$ cat src/rtl/mips_pkg.sv
// Shared definitions for the MIPS pipeline slice.
// Holds the register-number width, the hard-wired zero register and the
// encodings of the ALU operand forwarding selects.
package mips_pkg;

  localparam int REG_W = 5;
  localparam logic [REG_W-1:0] REG_ZERO = 5'd0;

  localparam logic [1:0] FWD_NONE = 2'b00;
  localparam logic [1:0] FWD_WB   = 2'b01;
  localparam logic [1:0] FWD_MEM  = 2'b10;

endpackage

$ cat src/rtl/fwd_sel.sv
// Forwarding select for one ALU source operand.
// Ports:
//   src          source register of the EX instruction
//   mem_dest     destination held in EX/MEM
//   mem_regwrite EX/MEM instruction writes the register file
//   wb_dest      destination held in MEM/WB
//   wb_regwrite  MEM/WB instruction writes the register file
//   fwd          FWD_MEM, FWD_WB or FWD_NONE
module fwd_sel
  import mips_pkg::*;
(
  input  logic [REG_W-1:0] src,
  input  logic [REG_W-1:0] mem_dest,
  input  logic             mem_regwrite,
  input  logic [REG_W-1:0] wb_dest,
  input  logic             wb_regwrite,
  output logic [1:0]       fwd
);

  // The MEM stage holds the newer result, so it is tested first. Register $0
  // is hard-wired to zero and is never forwarded.
  always_comb begin
    fwd = FWD_NONE;
    if (mem_regwrite && (mem_dest != REG_ZERO) && (mem_dest == src))
      fwd = FWD_MEM;
    else if (wb_regwrite && (wb_dest != REG_ZERO) && (wb_dest == src))
      fwd = FWD_WB;
  end

endmodule

$ cat src/rtl/dest_reg_pipe.sv
// Carries the EX-stage write-register number and its flags through the
// EX/MEM and MEM/WB pipeline registers, derives the ALU forwarding selects
// and the load-use stall request, and counts the stalls taken.
// Ports:
//   clk, rst_n                clock, asynchronous active-low reset
//   ex_dest, ex_regwrite,
//   ex_memread                destination and flags of the EX instruction
//   ex_rs, ex_rt              sources of the EX instruction
//   id_rs, id_rt              sources of the ID instruction
//   hold                      freeze all state
//   flush_ex                  send a bubble into EX/MEM instead of EX
//   mem_dest, mem_regwrite,
//   mem_memread               EX/MEM register contents
//   wb_dest, wb_regwrite      MEM/WB register contents
//   fwd_a, fwd_b              forwarding selects for ALU operands A and B
//   load_use_stall            stall request for the front of the pipe
//   stall_cnt                 saturating count of stall cycles taken
module dest_reg_pipe
  import mips_pkg::*;
#(
  parameter int CNT_W = 16
) (
  input  logic             clk,
  input  logic             rst_n,
  input  logic [REG_W-1:0] ex_dest,
  input  logic             ex_regwrite,
  input  logic             ex_memread,
  input  logic [REG_W-1:0] ex_rs,
  input  logic [REG_W-1:0] ex_rt,
  input  logic [REG_W-1:0] id_rs,
  input  logic [REG_W-1:0] id_rt,
  input  logic             hold,
  input  logic             flush_ex,
  output logic [REG_W-1:0] mem_dest,
  output logic             mem_regwrite,
  output logic             mem_memread,
  output logic [REG_W-1:0] wb_dest,
  output logic             wb_regwrite,
  output logic [1:0]       fwd_a,
  output logic [1:0]       fwd_b,
  output logic             load_use_stall,
  output logic [CNT_W-1:0] stall_cnt
);

  // Pipeline registers. hold freezes everything and outranks flush_ex, so a
  // bubble requested during a freeze is simply not inserted on that edge.
  always_ff @(posedge clk or negedge rst_n) begin
    if (!rst_n) begin
      mem_dest     <= REG_ZERO;
      mem_regwrite <= 1'b0;
      mem_memread  <= 1'b0;
      wb_dest      <= REG_ZERO;
      wb_regwrite  <= 1'b0;
    end else if (!hold) begin
      wb_dest     <= mem_dest;
      wb_regwrite <= mem_regwrite;
      if (flush_ex) begin
        mem_dest     <= REG_ZERO;
        mem_regwrite <= 1'b0;
        mem_memread  <= 1'b0;
      end else begin
        mem_dest     <= ex_dest;
        mem_regwrite <= ex_regwrite;
        mem_memread  <= ex_memread;
      end
    end
  end

  // A load in EX whose target is read by the instruction in ID cannot be
  // forwarded in time. The raw EX flag is used because the hazard must be
  // seen while the load is still in EX.
  assign load_use_stall = ex_memread && (ex_dest != REG_ZERO) &&
                          ((ex_dest == id_rs) || (ex_dest == id_rt));

  // Stall counter: counts edges on which a stall is actually taken and sticks
  // at all-ones instead of wrapping.
  always_ff @(posedge clk or negedge rst_n) begin
    if (!rst_n)
      stall_cnt <= '0;
    else if (!hold && load_use_stall && (stall_cnt != {CNT_W{1'b1}}))
      stall_cnt <= stall_cnt + CNT_W'(1);
  end

  fwd_sel u_fwd_a (
    .src          (ex_rs),
    .mem_dest     (mem_dest),
    .mem_regwrite (mem_regwrite),
    .wb_dest      (wb_dest),
    .wb_regwrite  (wb_regwrite),
    .fwd          (fwd_a)
  );

  fwd_sel u_fwd_b (
    .src          (ex_rt),
    .mem_dest     (mem_dest),
    .mem_regwrite (mem_regwrite),
    .wb_dest      (wb_dest),
    .wb_regwrite  (wb_regwrite),
    .fwd          (fwd_b)
  );

endmodule

$ cat config.mk
export PLATFORM = sky130hd
export DESIGN_NAME = dest_reg_pipe
export DESIGN_NICKNAME = d
export VERILOG_FILES = /design/src/rtl/mips_pkg.sv /design/src/rtl/fwd_sel.sv /design/src/rtl/dest_reg_pipe.sv
export SDC_FILE = /design/constraint.sdc
export NUM_CORES = 1
export LEC_CHECK = 0
export BUFFER_PORTS_ARGS = -buffer_cell sky130_fd_sc_hd__buf_2
export CAP_MARGIN = 20
export CORE_ASPECT_RATIO = 2
export CORE_MARGIN = 3
export CORE_UTILIZATION = 30
export DETAILED_ROUTE_END_ITERATION = 10
export SLEW_MARGIN = 25
export SYNTH_ARGS = -nofsm -noshare
export SYNTH_HDL_FRONTEND = slang
export SYNTH_SLANG_ARGS = --single-unit
$ cat constraint.sdc
create_clock -name clk -period 2.25 [get_ports clk]
set_input_delay 0.45 -clock clk [delete_from_list [all_inputs] [get_ports clk]]
set_output_delay 0.45 -clock clk [all_outputs]
set_load 0.03 [all_outputs]
# Yosys cells after proc, flatten, opt, wreduce, memory -nomap -nowiden
# Index checks and enable logic that the tools add are counted.
[word_totals] ff_bits=29 inputBits=31 output_inout_bits=34 elab_cells=36
[classes] n_addsub=1 eq_ne=7 n_mux=7 n_reduce_logical=15
[op_table] operator="$eq 5x5->1" count=6
[op_table] operator="$add 16x1->16 const B" count=1
[op_table] operator="$ne 16x16->1 const B" count=1
[op_table] operator="$reduce_bool 5->1" count=3
[op_table] operator="$logic_and 1x1->1" count=10
[op_table] operator="$mux 5" count=1
[op_table] operator="$mux 1" count=4
[op_table] operator="$mux 2" count=2
[op_table] operator="$logic_not 1->1" count=1
[op_table] operator="$logic_or 1x1->1" count=1

# Depth between registers and ports, before layout
# Gate-level depths: netlist of the first run.
[depth] ltp_word=5 ltp_mapped=8 depth_no_buf=7

# Modules after synthesis
# From an unflattened synthesis of the first run, not the netlist that was laid out.
[unflattened] cells_unflattened=167 area_unflattened_um2=1697.9
[by_module_without_submodules] mod="dest_reg_pipe" instances=1 cells_each=127 area_per_inst_um2=1395.1
[by_module_without_submodules] mod="fwd_sel" instances=2 cells_each=20 area_per_inst_um2=151.4

# Least setup slack after synthesis of the first run
# No wires, ideal clock.
[synth_path] path_type="reg2out" start="register mem_dest[0]" end="output fwd_a[0]" arrival_time_ns=2.502 required_time_ns=1.800 path_slack_ns=-0.702 path_stages_with_launch=5 cell_sequence="dfrtp_1 or4_1 o21ai_0 nor4_1 nor4_1"
[synth_via] elab_chain_len=4 elab_cells_between_ends=5 classes_between="1 x eq/ne; 1 x mux; 3 x reduce/logical"
[synth_rtl] item="start, declared" line="dest_reg_pipe.sv:34" source="output logic [REG_W-1:0] mem_dest,"
[synth_rtl] item="start signal, assigned" line="dest_reg_pipe.sv:62" source="mem_dest <= ex_dest;"
[synth_rtl] item="$reduce_bool 5->1" line="fwd_sel.sv:24" source="if (mem_regwrite && (mem_dest != REG_ZERO) && (mem_dest == src))"
[synth_rtl] item="$logic_and 1x1->1" line="fwd_sel.sv:24"
[synth_rtl] item="$logic_and 1x1->1 (*)" line="fwd_sel.sv:24"
[synth_rtl] item="$mux 2 (*)" line="fwd_sel.sv:24"
[synth_rtl] item="end, declared" line="dest_reg_pipe.sv:39" source="output logic [1:0] fwd_a,"
# Mark *: on every way between the ends. The rest lies on a longest branch, timed or not.

# Final worst setup path of the first run
[layout_path] start="register wb_dest[2]" end="output fwd_a[0]"
[layout_via] elab_chain_len=5 elab_cells_between_ends=6 classes_between="1 x eq/ne; 2 x mux; 3 x reduce/logical"
[layout_rtl] item="start, declared" line="dest_reg_pipe.sv:37" source="output logic [REG_W-1:0] wb_dest,"
[layout_rtl] item="start signal, assigned" line="dest_reg_pipe.sv:55" source="wb_dest <= mem_dest;"
[layout_rtl] item="$reduce_bool 5->1" line="fwd_sel.sv:26" source="else if (wb_regwrite && (wb_dest != REG_ZERO) && (wb_dest == src))"
[layout_rtl] item="$logic_and 1x1->1" line="fwd_sel.sv:26"
[layout_rtl] item="$logic_and 1x1->1 (*)" line="fwd_sel.sv:26"
[layout_rtl] item="$mux 1 (*)" line="fwd_sel.sv:26"
[layout_rtl] item="$mux 2 (*)" line="fwd_sel.sv:24"
# Marked as above.

==> flow_metrics.py, run 1 <==
metrics = {
    "floorplan": {
        "design.die.area_um2": 6600,
        "floorplan.io_pins": 65,
        "die_h_um": 112,
        "row_count": 38,
        "floorplan.initialDensity_pct": 31.0,
        "fp.coreArea_um2": 5420,
        "floorplan.die.width_um": 59.0,
    },
    "drt": {
        "final_antenna_net_count": 0,
        "routed-via-count": 1532,
        "drt-wirelength-per-cell_um": 15.1,
        "drt_iter0_markers": 25,
        "remaining_drc_errors": 0,
        "routed_wirelength_um": 4620,
        "route.detailed.vias_per_inst": 4.99,
        "drt_first_pass_iters": 3,
    },
    "outcome": {
        "result_of_the_run": "finished with violations",
        "violations": "negative setup slack",
    },
    "power_and_ir_drop": {
        "vdd_drop_max_uv": 552,
        "report.power.total_mw": 1.45,
        "cellPowerDensity_nw_per_um2": 607,
        "power_leakage_nw": 1.16,
    },
    "critical_path": {
        "max_stage_delay_ns": 0.54,
        "critical_path_endpoint_category": "primary output",
        "start_kind": "flop",
        "timing.rr.start": "stall_cnt[0]",
        "critical_path.startpoint": "wb_dest[2]",
        "timing.setup.critical_path_class": "flop to primary output",
        "worst_ep_required_time_ns": 1.80,
        "critical_path_peak_fanout": 3,
        "path_cells": "xor2_1, or4_4, nor4_4, buf_6",
        "critical_path_arrival_ns": 1.88,
        "crit_path_top_delay_cell": "sky130_fd_sc_hd__or4_4",
    },
    "timing": {
        "rsz0062_at_grt": "yes",
        "final.setup.worst_slack_ns": -0.0783,
        "setup_total_negative_slack_ns": -0.0952,
        "final_max_slew_viol_count": 0,
        "hold_violations": 0,
        "finalSetupViolations": 2,
        "worst_clock_skew_ns": 0.00947,
        "timing.fmax_mhz": 429,
        "relSlewSlack_pct": 56.0,
        "timing.final.crit_period_ns": 2.33,
        "slew_at_the_pin_closest_to_its_max_slew_limit_ns": 0.661,
        "final_cycle_share_pct": 103,
    },
    "layout": {
        "antennaDiodeCount": 0,
        "fin_nets": 278,
        "flow.area_growth_from_synthesis_pct": 42.4,
        "finish.instance_area_um2": 2400,
        "drive_gt1_share_pct": 50.6,
        "fillers": 540,
    },
    "yosys": {
        "yosys.area.top_type_share_pct": 43.1,
        "synth_seq_cells": 29,
        "synth_area_leaders": "sky130_fd_sc_hd__dfrtp_1 (43%), sky130_fd_sc_hd__xor2_1 (12%), sky130_fd_sc_hd__xnor2_1 (10%)",
        "yosys_warnings": 0,
        "synthesis.instances": 160,
        "synth.cell_area_um2": 1680,
        "seq_area_frac_synth_pct": 43.1,
        "syn_area_per_cell_um2": 10.5,
        "synth.lib_cells_used.distinct": 28,
        "syn_nets": 192,
        "synth_top_area_cell": "sky130_fd_sc_hd__dfrtp_1",
    },
    "grt": {
        "first_global_vias": 1626,
        "grt_max_degree": 30,
        "globalRoute.totalOverflow": 0,
        "globalRouteTotalUtil_pct": 14.7,
        "antenna_violations_before_repair": 0,
        "wire_length_of_the_first_global_routing_pass_um": 7320,
    },
    "clock_network": {
        "number_of_buffers_added_by_the_clock_tree_synthesis_step": 5,
        "clk_pin_slew_worst_paths_ns": 0.07,
        "cts_htree_levels": 2,
        "clock_insertion_delay_worst_skew_ns": 0.28,
        "tritoncts": "yes",
        "cts.sink_count": 29,
        "cts_root_buf": "sky130_fd_sc_hd__clkbuf_8",
        "cts-hold-fix-buffers": 0,
        "clock_tree.buffer_depth": 2,
    },
    "placed_design": {
        "dpl.hpwl_um": 3670,
        "placement.io_buffers": 64,
        "gpl.final_weighted_congestion": 0.714,
        "dpl-instance-area_um2": 2230,
    },
    "run": {
        "maxCapViolations": 0,
    },
    "min_path": {
        "hp-class": "input port to asynchronous set/reset pin",
    },
}
-- stage by stage --
stage               hold slack, ns  instances  setup WS, ns  util (%)
floorplan                    0.154        160        0.0186         -
global placement             0.467        294        0.0122      41.1
detailed placement           0.478        294       -0.0104      41.1
CTS                          0.213        304       -0.0913      43.4
global route                 0.223        307        -0.144      44.2
finish                       0.191        307       -0.0783      44.2
-- worst max-delay path: cells and delay by family, from the launching register on --
| kind | cells | cell delay (ns) |
|---|---|---|
| DFF | 1 | 0.43 |
| xor gates and xnor gates | 1 | 0.17 |
| and+or+nand+nor | 2 | 0.84 |
| buffers and inverters | 1 | 0.17 |
-- final timing paths --
path | endpoint | slack (ns) | cells past startpoint
max reg2reg | stall_cnt[1] | 0.23 | 7
min reg2reg | mem_memread | 0.49 | 2
max in group asynchronous | wb_dest[2] | 1.57 | 1
min in group clk | mem_regwrite | 0.40 | 2
min | stall_cnt[4] | 0.19 | 1
max | fwd_a[0] | -0.08 | 4
-- kinds of logic after synthesis --
logic type                 count (synthesis)  share of synthesized area, %
AOI/OAI and AO/OA                         11                          4.16
muxes                                      9                          6.02
and+or+nand+nor                           63                          22.2
buffers and inverters                      4                          1.34
xor gates and xnor gates                  43                          22.4
adders and majority gates                  1                         0.743
DFF                                       29                          43.1
-- flip-flops by register name, indices dropped and copies added, names as in the netlist --
signal / cells
wb_dest: 5
mem_regwrite: 1
mem_dest: 5
stall_cnt: 16
wb_regwrite: 1
mem_memread: 1
-- routing by layer --
metal | share of wire [%] | track usage, % | up-vias
met5 | 0 | 0 | -
li1 | - | - | 731
met4 | 2.4 | 6.20 | 0
met2 | 57 | 27.5 | 60
met1 | 35 | 14.3 | 733
met3 | 5.5 | 3.71 | 8
-- where the power goes --
group,internal [mW],switching (mW)
Combinational,0.180,0.264
Sequential,0.565,0.0339
Clock,0.213,0.198
Total,0.958,0.496
-- area by class of cell --
type                    count  area [um2]  share of cell area (%)
multi-input cells         127        1030                    42.8
flip-flops and latches     29         734                    30.7
repair buffers             82         470                    19.6
well taps                  60        75.1                    3.13
clock buffers               5        68.8                    2.87
clock inverters             3        17.5                   0.731
inverters                   1        3.75                   0.157
-- repair_timing --
action / CTS / global route
pin swaps: 5 / 2
resized for setup: 8 / 5
buffers inserted: 2 / 3
cloned: 0 / 0
endpoints found under the setup margin: 2 / 10
-- Yosys cell counts (all sizes together) --
cell / count
a22o: 1
a22oi: 1
and2: 1
and3: 3
and4: 1
buf: 1
clkbuf: 2
dfrtp: 29
ha: 1
inv: 1
mux2: 9
nand2: 12
nand2b: 6
nand3: 12
nand4: 6
nor2: 6
nor3: 7
nor4: 4
o21ai: 9
or2b: 1
or4: 4
xnor2: 20
xor2: 23
-- cell usage in the layout (no fill, tap or decap) --
| cell | netlist | layout |
|---|---|---|
| sky130_fd_sc_hd__dfrtp_2 | 0 | 7 |
| sky130_fd_sc_hd__xnor2_2 | 0 | 1 |
| sky130_fd_sc_hd__and4_1 | 1 | 1 |
| sky130_fd_sc_hd__xnor2_1 | 20 | 19 |
| sky130_fd_sc_hd__o21ai_2 | 1 | 2 |
| sky130_fd_sc_hd__nand4_2 | 2 | 2 |
| sky130_fd_sc_hd__clkinvlp_4 | 0 | 1 |
| sky130_fd_sc_hd__buf_2 | 0 | 61 |
| sky130_fd_sc_hd__nand2_1 | 12 | 12 |
| sky130_fd_sc_hd__nor4_4 | 1 | 4 |
| sky130_fd_sc_hd__or2b_1 | 1 | 1 |
| sky130_fd_sc_hd__nor3_2 | 2 | 2 |
| sky130_fd_sc_hd__xor2_1 | 23 | 23 |
| sky130_fd_sc_hd__a22o_1 | 1 | 1 |
| sky130_fd_sc_hd__ha_1 | 1 | 1 |
| sky130_fd_sc_hd__nand3_2 | 0 | 1 |
| sky130_fd_sc_hd__clkinv_2 | 0 | 2 |
| sky130_fd_sc_hd__a22oi_2 | 1 | 1 |
| sky130_fd_sc_hd__nand4_1 | 4 | 4 |
| sky130_fd_sc_hd__inv_1 | 1 | 1 |
| sky130_fd_sc_hd__mux2_2 | 9 | 9 |
| sky130_fd_sc_hd__nand3_1 | 12 | 11 |
| sky130_fd_sc_hd__buf_6 | 1 | 2 |
| sky130_fd_sc_hd__nand2b_1 | 6 | 6 |
| sky130_fd_sc_hd__nor2_1 | 6 | 6 |
| sky130_fd_sc_hd__o21ai_0 | 8 | 6 |
| sky130_fd_sc_hd__nor3_4 | 0 | 1 |
| sky130_fd_sc_hd__nor3_1 | 5 | 4 |
| sky130_fd_sc_hd__o21ai_4 | 0 | 1 |
| sky130_fd_sc_hd__and3_2 | 2 | 2 |
| sky130_fd_sc_hd__or4_1 | 4 | 2 |
| sky130_fd_sc_hd__buf_4 | 0 | 19 |
| sky130_fd_sc_hd__and2_1 | 1 | 1 |
| sky130_fd_sc_hd__or4_4 | 0 | 2 |
| sky130_fd_sc_hd__dfrtp_1 | 29 | 22 |
| sky130_fd_sc_hd__and3_1 | 1 | 1 |
| sky130_fd_sc_hd__clkbuf_8 | 0 | 5 |
No activity file was read; power rests on OpenSTA's default activity.
==> run 2, diff against run 1 <==
Settings changed: SETUP_SLACK_MARGIN from default to 0.5.
==> run 2 against run 1 <==
Effect of this change:
- clock skew is 0.0052 ns lower
- final cell count up 0.98%
- non-clock buffer count up 3
- critical path depth did not move
- maximum frequency is 0.94% higher
- the flow still finishes with violations (negative setup slack)
- sequential share of layout area shrank 4.1 points
- power increased by 8.6%
- clock-buffer cell count increased by 2
==> flow_metrics.py, run 2 (synthesized netlist as in run 1, its figures left out) <==
metrics = {
    "outcome": {
        "result_of_the_run": "finished with violations",
        "violations": "negative setup slack",
    },
    "layout": {
        "largest_register_ffs": 16,
        "drive_gt1_share_pct": 66.4,
        "layout_commonest_cell": "sky130_fd_sc_hd__buf_2",
        "fin_nets": 281,
        "leading_cell_types_in_the_layout_fill_and_taps_excluded": "sky130_fd_sc_hd__buf_2 (52), sky130_fd_sc_hd__xor2_1 (19), sky130_fd_sc_hd__buf_4 (17), sky130_fd_sc_hd__dfrtp_1 (15)",
        "flow.area_growth_from_synthesis_pct": 66.2,
        "multiInputGateArea_um2": 1300,
        "sequential_cell_area_in_the_final_layout_um2": 743,
        "fillers": 504,
        "largest_registers": "stall_cnt: 16 flops, mem_dest: 5 flops, wb_dest: 5 flops",
        "antennaDiodeCount": 0,
        "largest-register": "stall_cnt",
        "final_util_pct": 51.6,
    },
    "floorplan": {
        "floorplan.initialDensity_pct": 31.0,
        "design.die.area_um2": 6600,
        "fp.coreArea_um2": 5420,
        "floorplan.io_pins": 65,
        "floorplan.die.width_um": 59.0,
        "die_h_um": 112,
        "row_count": 38,
    },
    "grt": {
        "first_global_vias": 1533,
        "grt_max_degree": 30,
        "antenna_violations_before_repair": 0,
        "wire_length_of_the_first_global_routing_pass_um": 7180,
        "globalRouteTotalUtil_pct": 14.3,
        "globalRoute.totalOverflow": 0,
    },
    "drt": {
        "final_antenna_net_count": 0,
        "drt_iter0_markers": 47,
        "routed-via-count": 1527,
        "drt_first_pass_iters": 4,
        "routed_wirelength_um": 4820,
        "route.detailed.vias_per_inst": 4.93,
        "drt-wirelength-per-cell_um": 15.5,
        "remaining_drc_errors": 0,
    },
    "timing": {
        "relSlewSlack_pct": 56.6,
        "final.setup.worst_slack_ns": -0.0567,
        "final_max_slew_viol_count": 0,
        "hold_violations": 0,
        "timing.fmax_mhz": 434,
        "final_cycle_share_pct": 103,
        "finalSetupViolations": 1,
        "setup_total_negative_slack_ns": -0.0567,
        "timing.final.crit_period_ns": 2.31,
        "worst_clock_skew_ns": 0.00426,
        "slew_at_the_pin_closest_to_its_max_slew_limit_ns": 0.650,
        "rsz0062_at_grt": "yes",
    },
    "critical_path": {
        "critical_path_endpoint_category": "primary output",
        "start_kind": "flop",
        "worst_ep_required_time_ns": 1.80,
        "timing.setup.critical_path_class": "flop to primary output",
        "rr_worst_depth": 6,
        "max_stage_delay_ns": 0.53,
        "critical_path_arrival_ns": 1.86,
        "critical_path_peak_fanout": 3,
        "crit_path_top_delay_cell": "sky130_fd_sc_hd__or4_4",
        "path_cells": "xor2_1, or4_4, nor4_4, buf_4",
    },
    "clock_network": {
        "number_of_buffers_added_by_the_clock_tree_synthesis_step": 5,
        "cts.sink_count": 29,
        "cts-hold-fix-buffers": 0,
        "clock_insertion_delay_worst_skew_ns": 0.28,
        "cts_root_buf": "sky130_fd_sc_hd__clkbuf_8",
        "cts_htree_levels": 2,
        "clock_tree.buffer_depth": 2,
        "clk_pin_slew_worst_paths_ns": 0.06,
        "tritoncts": "yes",
    },
    "placed_design": {
        "placement.io_buffers": 64,
        "dpl.hpwl_um": 3420,
        "gpl.final_weighted_congestion": 0.753,
        "place_ws_ns": 0.00416,
    },
    "power_and_ir_drop": {
        "cellPowerDensity_nw_per_um2": 565,
        "report.power.total_mw": 1.58,
        "vdd_drop_max_uv": 494,
        "power_leakage_nw": 1.39,
    },
    "run": {
        "maxCapViolations": 0,
    },
    "min_path": {
        "hp-class": "input port to asynchronous set/reset pin",
    },
}
run 2: cell type report:
cell class,count,share of cell area [%]
Inverter,1,0.134
Multi-Input combinational cell,127,46.4
Tap cell,60,2.68
Sequential cell,29,26.6
Clock inverter,1,0.179
Clock buffer,7,3.45
Timing Repair Buffer,85,20.6
run 2: where the power goes:
part	internal, mW	switching (mW)
Combinational	0.218	0.279
Sequential	0.569	0.0394
Clock	0.276	0.198
Total	1.06	0.516
run 2: routing by layer:
metal / vias up / wire [um] / global-route usage [%]
li1: 734 / - / -
met1: 725 / 1620 / 14.7
met2: 57 / 2830 / 26.1
met3: 11 / 252 / 2.78
met4: 0 / 118 / 7.11
met5: - / 0 / 0
run 2: critical path, delay by kind of cell (launching register included):
family	cells	cell delay [ns]
buf+inv	1	0.19
simple gates	2	0.80
flops	1	0.42
xor+xnor	1	0.16
run 2: worst paths after layout:
| kind | start | to | slack [ns] |
|---|---|---|---|
| worst max-delay path | wb_dest[4] | fwd_a[0] | -0.06 |
| worst min-delay path | rst_n | stall_cnt[8] | 0.19 |
| worst max register to register | stall_cnt[6] | stall_cnt[1] | 0.40 |
| worst min register to register | stall_cnt[9] | stall_cnt[9] | 0.48 |
| max in group asynchronous | rst_n | mem_dest[2] | 1.59 |
| min in group clk | ex_regwrite | mem_regwrite | 0.40 |
run 2: per-stage QoR:
step / instances / instance area [um2] / hold WS (ns)
2_1_floorplan: 160 / 1840 / 0.154
3_3_place_gp: 288 / 2270 / 0.464
3_5_place_dp: 288 / 2270 / 0.482
4_1_cts: 303 / 2510 / 0.211
5_1_grt: 310 / 2800 / 0.238
6_report: 310 / 2800 / 0.193
run 2: timing repair:
action / in CTS / in global routing
cloned: 0 / 1
gates resized for setup: 21 / 49
pin swaps: 9 / 23
buffers inserted: 7 / 6
setup endpoints to repair: 7 / 16
